===== config.mk =====
export PLATFORM = sky130hd
export DESIGN_NAME = siso_recursion_ctrl
export DESIGN_NICKNAME = d
export VERILOG_FILES = /design/src/rtl/siso_pkg.sv /design/src/rtl/valid_addr_delay.sv /design/src/rtl/siso_recursion_ctrl.sv
export SDC_FILE = /design/constraint.sdc
export NUM_CORES = 1
export LEC_CHECK = 0
export ABC_AREA = 1
export CORE_MARGIN = 4
export CORE_UTILIZATION = 56
export DETAILED_ROUTE_END_ITERATION = 8
export GPL_TIMING_DRIVEN = 0
export HOLD_SLACK_MARGIN = 0.02
export MAX_ROUTING_LAYER = met4
export PLACE_DENSITY = 0.85
export SLEW_MARGIN = 30
export SYNTH_ARGS = -nofsm -noshare
export SYNTH_HDL_FRONTEND = slang
export SYNTH_SLANG_ARGS = --single-unit

===== constraint.sdc =====
create_clock -name aclk -period 5.8 [get_ports aclk]
set_input_delay 1.16 -clock aclk [delete_from_list [all_inputs] [get_ports aclk]]
set_output_delay 1.16 -clock aclk [all_outputs]
set_load 0.02 [all_outputs]

===== src/rtl/siso_pkg.sv =====
// Shared definitions for the SISO forward/backward recursion controller:
// FSM state encoding and watchdog sizing.
package siso_pkg;

  localparam int STW = 3;
  typedef logic [STW-1:0] state_t;

  localparam state_t ST_IDLE  = 3'd0;
  localparam state_t ST_INIT  = 3'd1;
  localparam state_t ST_ISSUE = 3'd2;
  localparam state_t ST_WAIT  = 3'd3;
  localparam state_t ST_DONE  = 3'd4;

  // Extra WAIT cycles tolerated beyond the nominal read + datapath latency.
  localparam int WATCHDOG_MARGIN = 4;

  function automatic int wd_limit(input int ram_lat, input int pipe_lat);
    return ram_lat + pipe_lat + WATCHDOG_MARGIN;
  endfunction

endpackage


===== src/rtl/valid_addr_delay.sv =====
// Fixed-depth valid/address delay line; a depth of 0 is a combinational pass-through.
module valid_addr_delay #(
  parameter int DEPTH = 1,
  parameter int WIDTH = 8
) (
  input  logic             aclk,
  input  logic             aresetn,
  input  logic             valid_i,
  input  logic [WIDTH-1:0] addr_i,
  output logic             valid_o,
  output logic [WIDTH-1:0] addr_o
);

  generate
    if (DEPTH == 0) begin : g_pass
      assign valid_o = valid_i;
      assign addr_o  = addr_i;
    end else begin : g_pipe
      logic [DEPTH-1:0] vld_q;
      logic [WIDTH-1:0] addr_q [DEPTH];

      always_ff @(posedge aclk) begin
        if (!aresetn) begin
          vld_q <= '0;
          for (int i = 0; i < DEPTH; i++) addr_q[i] <= '0;
        end else begin
          vld_q[0]  <= valid_i;
          addr_q[0] <= addr_i;
          for (int i = 1; i < DEPTH; i++) begin
            vld_q[i]  <= vld_q[i-1];
            addr_q[i] <= addr_q[i-1];
          end
        end
      end

      assign valid_o = vld_q[DEPTH-1];
      assign addr_o  = addr_q[DEPTH-1];
    end
  endgenerate

endmodule


===== src/rtl/siso_recursion_ctrl.sv =====
// Sequences one alpha (forward) or beta (backward) state-metric recursion:
// initial metric write, then one read/calc/writeback step per trellis stage.
//
// state | meaning
// IDLE  | waiting for i_start
// INIT  | write initial metric vector at o_init_addr
// ISSUE | read metrics/branches for step k
// WAIT  | wait for datapath writeback of step k (watchdog running)
// DONE  | one-cycle completion pulse, o_err flags an aborted run
module siso_recursion_ctrl
  import siso_pkg::*;
#(
  parameter int DEPTH_RAM    = 3072,
  parameter int RAM_LATENCY  = 1,
  parameter int PIPE_LATENCY = 3,
  localparam int AW          = $clog2(DEPTH_RAM)
) (
  input  logic          aclk,
  input  logic          aresetn,
  input  logic          i_start,
  input  logic          i_dir,
  input  logic [AW-1:0] i_len,
  output logic          o_busy,
  output logic          o_done,
  output logic          o_err,
  output logic          o_init,
  output logic [AW-1:0] o_init_addr,
  output logic          o_rd_en,
  output logic [AW-1:0] o_rd_addr,
  output logic          o_calc_valid,
  output logic [AW-1:0] o_calc_addr,
  input  logic          i_calc_valid,
  input  logic [AW-1:0] i_calc_addr
);

  localparam int WD_LIMIT = wd_limit(RAM_LATENCY, PIPE_LATENCY);
  localparam int WDW      = $clog2(WD_LIMIT);
  // Loaded in ISSUE and reaching zero in the last allowed WAIT cycle, so the
  // timeout DONE lands WD_LIMIT cycles after ISSUE.
  localparam logic [WDW-1:0] WD_LOAD = WDW'(WD_LIMIT - 2);

  state_t          state_q, state_d;
  logic            dir_q, dir_d;
  logic [AW-1:0]   len_q, len_d;
  logic [AW-1:0]   k_q, k_d;
  logic [WDW-1:0]  wd_q, wd_d;
  logic            err_q, err_d;

  logic [AW-1:0]   rd_addr;
  logic [AW-1:0]   wr_addr;
  logic            last_step;
  logic            issue;

  assign rd_addr   = dir_q ? (len_q - k_q) : k_q;
  assign wr_addr   = dir_q ? (len_q - k_q - AW'(1)) : (k_q + AW'(1));
  assign last_step = (k_q == (len_q - AW'(1)));
  assign issue     = (state_q == ST_ISSUE);

  always_comb begin
    state_d = state_q;
    dir_d   = dir_q;
    len_d   = len_q;
    k_d     = k_q;
    wd_d    = wd_q;
    err_d   = err_q;
    case (state_q)
      ST_IDLE: begin
        if (i_start) begin
          dir_d   = i_dir;
          len_d   = i_len;
          k_d     = '0;
          err_d   = 1'b0;
          state_d = ST_INIT;
        end
      end
      ST_INIT: begin
        state_d = (len_q == '0) ? ST_DONE : ST_ISSUE;
      end
      ST_ISSUE: begin
        wd_d    = WD_LOAD;
        state_d = ST_WAIT;
      end
      ST_WAIT: begin
        if (i_calc_valid) begin
          if (i_calc_addr != wr_addr) begin
            err_d   = 1'b1;
            state_d = ST_DONE;
          end else if (last_step) begin
            state_d = ST_DONE;
          end else begin
            k_d     = k_q + AW'(1);
            state_d = ST_ISSUE;
          end
        end else if (wd_q == '0) begin
          err_d   = 1'b1;
          state_d = ST_DONE;
        end else begin
          wd_d = wd_q - WDW'(1);
        end
      end
      ST_DONE: begin
        state_d = ST_IDLE;
      end
      default: begin
        state_d = ST_IDLE;
      end
    endcase
  end

  always_ff @(posedge aclk) begin
    if (!aresetn) begin
      state_q <= ST_IDLE;
      dir_q   <= 1'b0;
      len_q   <= '0;
      k_q     <= '0;
      wd_q    <= '0;
      err_q   <= 1'b0;
    end else begin
      state_q <= state_d;
      dir_q   <= dir_d;
      len_q   <= len_d;
      k_q     <= k_d;
      wd_q    <= wd_d;
      err_q   <= err_d;
    end
  end

  // Calc strobe trails the read by the RAM latency so data and address align.
  valid_addr_delay #(
    .DEPTH (RAM_LATENCY),
    .WIDTH (AW)
  ) u_calc_dly (
    .aclk    (aclk),
    .aresetn (aresetn),
    .valid_i (issue),
    .addr_i  (issue ? wr_addr : '0),
    .valid_o (o_calc_valid),
    .addr_o  (o_calc_addr)
  );

  assign o_busy      = (state_q == ST_INIT) || (state_q == ST_ISSUE) || (state_q == ST_WAIT);
  assign o_done      = (state_q == ST_DONE);
  assign o_err       = err_q;
  assign o_init      = (state_q == ST_INIT);
  assign o_init_addr = (o_init && dir_q) ? len_q : '0;
  assign o_rd_en     = issue;
  assign o_rd_addr   = issue ? rd_addr : '0;

endmodule


==> Word-level counts from Yosys, hierarchy flattened <==
Memories as Yosys holds them, arrays and structs flattened.
Cells that the tools add are included.
{ "totals": {"register_bits": 33, "ram_bits": 12, "input_bits": 29, "output_inout_bits": 42, "wordCells": 70, "memories": 1} }
{ "memory_table": {"columns": ["name", "words", "word_bits", "rd", "rd_clocked_by_memory_dff", "wr", "line", "text"], "rows": [
  ["u_calc_dly.g_pipe.addr_q", 1, 12, 1, 0, 1, "valid_addr_delay.sv:20", "logic [WIDTH-1:0] addr_q [DEPTH];"]
]} }
{ "op_classes": {"n_addsub": 5, "eq_ne": 14, "muxes": 29, "reduce_logical": 14} }
{ "ops": {"columns": ["cell", "n"], "rows": [
  ["12-bit two-way mux", 10],
  ["3-bit two-way mux", 8],
  ["12-bit case mux with 2 select lines", 1],
  ["12-bit by 1-bit subtractor with 12-bit output (second input constant)", 2],
  ["12-bit by 1-bit adder with 12-bit output (second input constant)", 1],
  ["12-bit equality test", 1],
  ["12-bit logical NOT", 1],
  ["12-bit inequality test", 1],
  ["2-bit inequality test (second input constant)", 6],
  ["3-bit case mux with 4 select lines", 1],
  ["12-bit OR reduction", 1],
  ["12-bit subtractor", 1],
  ["1-bit two-way mux", 7],
  ["3-bit by 2-bit equality test with 1-bit output (second input constant)", 2],
  ["3-bit logical NOT", 2],
  ["3-bit inequality test (second input constant)", 2],
  ["3-bit case mux with 2 select lines", 1],
  ["5-bit AND reduction", 1],
  ["2-bit AND reduction", 2],
  ["4-bit AND reduction", 1],
  ["2-bit nonzero test", 2],
  ["3-bit by 1-bit equality test with 1-bit output (second input constant)", 1],
  ["3-bit equality test (second input constant)", 1],
  ["3-bit AND reduction", 1],
  ["other kinds (4)", 5]
]} }

==> Depth between registers and ports, before layout <==
{ "logic_depth": {"ltp_word": 7, "depth_mapped": 25, "ltp_nobuf": 25} }

==> Modules after synthesis <==
Synthesis repeated with hierarchy kept, for this count alone.
{ "hier_totals": {"cells_unflattened": 683, "area_unflattened_um2": 4013.8} }
{ "by_module_without_submodules": {"columns": ["mod", "n_inst", "cells_per_inst", "area_per_inst_um2", "seq_area_each_um2"], "rows": [
  ["siso_recursion_ctrl", 1, 643, 3644.7, 640.6],
  ["valid_addr_delay", 1, 40, 369.1, 260.2]
]} }

==> Worst setup path before layout <==
No wires, ideal clock.
{ "synth_path": {"path_type": "reg2out", "from": "register state_q[2]", "to": "output port o_rd_addr[1]", "t_arrival_ns": 2.000, "t_required_ns": 4.640, "setup_slack_ns": 2.640, "stages_incl_launch_ff": 6, "path_cell_list": "dfxtp_1 -> nor2_1 -> inv_1 -> nor2_1 -> clkinv_1 -> a211oi_1"} }
{ "synth_between": {"elab_chain_len": 2} }
{ "synth_lines": {"columns": ["element", "line", "text"], "rows": [
  ["start, declared", "siso_recursion_ctrl.sv:42", "state_t state_q, state_d;"],
  ["start signal, assigned", "siso_recursion_ctrl.sv:119", "state_q <= state_d;"],
  ["3-bit by 2-bit equality test with 1-bit output", "siso_recursion_ctrl.sv:57", "assign issue = (state_q == ST_ISSUE);"],
  ["named net o_rd_en", "siso_recursion_ctrl.sv:28", "output logic o_rd_en,"],
  ["12-bit two-way mux", "siso_recursion_ctrl.sv:147", "assign o_rd_addr = issue ? rd_addr : '0;"],
  ["end, declared", "siso_recursion_ctrl.sv:29", "output logic [AW-1:0] o_rd_addr,"]
]} }
The timed path passes the listed nets, and every way through them passes these cells.

==> Final worst setup path <==
{ "layout_path": {"from": "register k_q[0]", "to": "output port o_rd_addr[8]"} }
{ "layout_between": {"elab_chain_len": 3} }
{ "layout_lines": {"columns": ["element", "line", "text"], "rows": [
  ["start, declared", "siso_recursion_ctrl.sv:45", "logic [AW-1:0] k_q, k_d;"],
  ["start signal, assigned", "siso_recursion_ctrl.sv:122", "k_q <= k_d;"],
  ["12-bit subtractor", "siso_recursion_ctrl.sv:54", "assign rd_addr = dir_q ? (len_q - k_q) : k_q;"],
  ["12-bit two-way mux", "siso_recursion_ctrl.sv:54", null],
  ["12-bit two-way mux", "siso_recursion_ctrl.sv:147", null]
]} }
No other way between the ends.

==> summary.md <==
| Metric | Value |
|---|---|
| Placeable core area | 6790 um^2 |
| Buffer depth of the longest clock path | 2 |
| Post-DRT Antenna Nets | 0 |
| Non-Filler Cell Area, Final | 4830 um^2 |
| Overall die width | 91.5 um |
| CTS tree | built |
| Clock sinks | 45 |
| Number of standard cells in the final layout excluding fillers | 811 |
| Family with the most delay on the worst path | buffers and inverters |
| Worst setup EP type | output pin |
| Number of H-tree levels | 2 |
| Clock buffer count from CTS | 5 |
| Power after layout | 1.57 mW |
| Setup repair after global routing missed its margin | no |
| Total nets after synthesis | 684 |
| Largest net degree at the start of global routing | 15 |
| Highest-count cells in the layout ignoring fill and taps | nand2_1 (151), nor2_1 (83), inv_1 (82) |
| Root Driver | clkbuf_8 |
| Final hold violation count | 0 |
| Core Rows | 30 |
| Required time of the worst setup path | 4.64 ns |
| Number of port buffers | 70 |
| Worst-skew pair later-pin latency | 0.31 ns |
| Worst Path Max Fanout | 9 |
| Max-capacitance violation count | 0 |
| HPWL after DPL | 9600 um |
| Part of the Yosys area used for sequential elements | 23.1% |
| PnR worst setup slack | 1.57 ns |
| Antenna fix cells | 0 |
| Fin util | 71.1% |
| Pre-Repair DR Iteration Count | 5 |
| Layout Area Growth over Synthesis | 23.9% |
| Netlist cell types | 41 |
| Pre-CTS setup slack | 1.97 ns |
| Filler instances | 617 |
| Number of instances in the synthesized netlist | 637 |
| Overall overflow remaining after global route | 0 |
| Count of state elements after synthesis | 45 |
| Element type at the critical path start | register |
| Count of instances resized after the clock tree is built | 0 |
| Hold crit path type | reg -> reg |
| Post-Place Cells | 803 |
| Outcome | finished clean |
| Average instance area after synthesis | 6.12 um^2 |
| Sequence of cells on the critical path | ha_1 -> fa_1 -> inv_1 -> nand3_1 -> nand2_1 -> nand2_1 -> nand3b_1 -> nand2_1 -> nor2_1 -> o21ai_0 -> inv_1 -> clkdlybuf4s50_1 |
| WL per Instance | 14.7 um |
| Worst clock skew | 0.0104 ns |
| CP peak stage delay | 0.60 ns |
| Final Max Slew Viols | 0 |
| Effective utilization at floorplan | 57.4% |
| Most common cell after layout, fill and taps aside | nand2_1 |
| PwrDens | 324 nW/um^2 |
| Arrival time at the worst endpoint | 3.07 ns |
| Proportion of layout cells with a drive suffix above 1 | 7.69% |
| Vertical die dimension | 91.5 um |
| Total Die Area | 8360 um^2 |
| Post-Place Cell Area | 4720 um^2 |
| Setup violation total in the final timing report | 0 |
| First-pass GRT wire length | 19800 um |
| Crit-path most repeated cell | nand2_1 |
| DRC viols | 0 |
| Critical-path top delay cell | clkdlybuf4s50_1 |
| Buffers and inverters on the worst path | 3 |
| Global Route Usage Sum | 30.1% |
| Vias in the first global route | 4128 |
| Remaining max-slew budget at the tightest pin | 60.7% |
| Number of antenna violations at the first check in global routing | 0 |
| Via-per-instance ratio | 5.38 |
| Yosys warnings | 0 |
| Static Leakage | 2.26 nW |
| Ratio of final minimum period to clock period | 72.9% |
| Largest vdd supply drop | 0.168 mV |
| Total I/O pin count | 71 |
| Maximum operating frequency | 236 MHz |
| Tightest Pin Transition | 0.587 ns |
| Final wirelength | 11900 um |
| Final weighted congestion in routability-driven placement | 0.991 |
| Critical Setup Path Class | reg -> out |
| Clock slew at the register clock pins of the worst setup and hold paths | 0.09 ns |
| Number of buffers added for setup after CTS | 0 |
| Final hold slack | 0.463 ns |
| Setup total negative slack | 0 ns |
| Number of vias in the routed layout | 4362 |
| Cts hold-fix bufs | 0 |
| Netlist Area Pre-Place | 3900 um^2 |
| Number of nets in the layout | 761 |
| Starting DRC count in detailed routing | 253 |
| Minimum clock period | 4.23 ns |
-- cell type report --
type | instances | area (um^2) | share of cell area [%]
plain buffers | 16 | 86.3 | 1.79
clock buffers | 6 | 72.6 | 1.50
clock inverters | 2 | 38.8 | 0.803
inverters | 92 | 345 | 7.15
multi-input cells | 484 | 2570 | 53.1
flip-flops and latches | 45 | 901 | 18.6
well taps | 96 | 120 | 2.49
repair buffers | 70 | 701 | 14.5
-- power breakdown --
part / internal [mW] / switching, mW
registers: 0.347 / 0.0468
logic: 0.320 / 0.606
clock network: 0.129 / 0.117
total: 0.796 / 0.770
-- cell usage after synthesis, drive strengths merged --
master | instances | area, um^2
nor4 | 4 | 46.3
a31oi | 2 | 12.5
o211ai | 2 | 15.0
a211oi | 2 | 15.0
buf | 6 | 48.8
nor3b | 1 | 7.51
a21oi | 44 | 239
o21ai | 34 | 185
nor3 | 9 | 67.6
ha | 17 | 213
nand4 | 16 | 100
or2 | 6 | 37.5
and2 | 1 | 6.26
xnor2 | 8 | 70.1
nor2 | 91 | 362
and3 | 1 | 6.26
clkbuf | 10 | 37.5
xor2 | 19 | 166
nand2 | 160 | 633
inv | 88 | 330
nand3b | 4 | 30.0
nand3 | 62 | 335
dfxtp | 45 | 901
clkinv | 4 | 15.0
fa | 1 | 20.0
-- layer usage --
layer  GRT usage, %  up-vias  part of all wire, %
met4           10.6        0                  2.6
met1           39.0     1957                   44
met2           47.9      188                   46
met3           4.14       22                  7.5
li1               -     2195                    -
met5              -        -                    0
-- final timing paths --
| path | startpoint | end | slack [ns] | cells after the start |
|---|---|---|---|---|
| worst min-delay path | o_err | o_err | 0.46 | 2 |
| worst max-delay path | k_q[0] | o_rd_addr[8] | 1.57 | 12 |
| worst min register to register | o_err | o_err | 0.46 | 2 |
| worst max register to register | k_q[0] | k_q[3] | 2.34 | 17 |
-- kinds of logic (layout without fill, tap and decap cells) --
| family | Yosys count | in the layout | synth area share [%] |
|---|---|---|---|
| fa+ha+maj | 18 | 18 | 5.97 |
| flops | 45 | 45 | 23.1 |
| buf+inv | 108 | 186 | 11.1 |
| xor+xnor | 27 | 27 | 6.06 |
| compound gates | 84 | 84 | 12.0 |
| simple gates | 355 | 355 | 41.8 |
-- state kept, by name, indices dropped and copies added (netlist names) --
name / flops
u_calc_dly.valid_o: 1
dir_q: 1
k_q: 12
o_err: 1
wd_q: 3
u_calc_dly.g_pipe.addr_q: 12
state_q: 3
len_q: 12
-- worst min-delay path, delay by kind of cell, from the launching register on --
| kind | cells | cell delay, ns |
|---|---|---|
| buf+inv | 1 | 0.05 |
| flops | 1 | 0.33 |
| compound gates | 1 | 0.05 |
No activity file was read; power rests on OpenSTA's default activity.
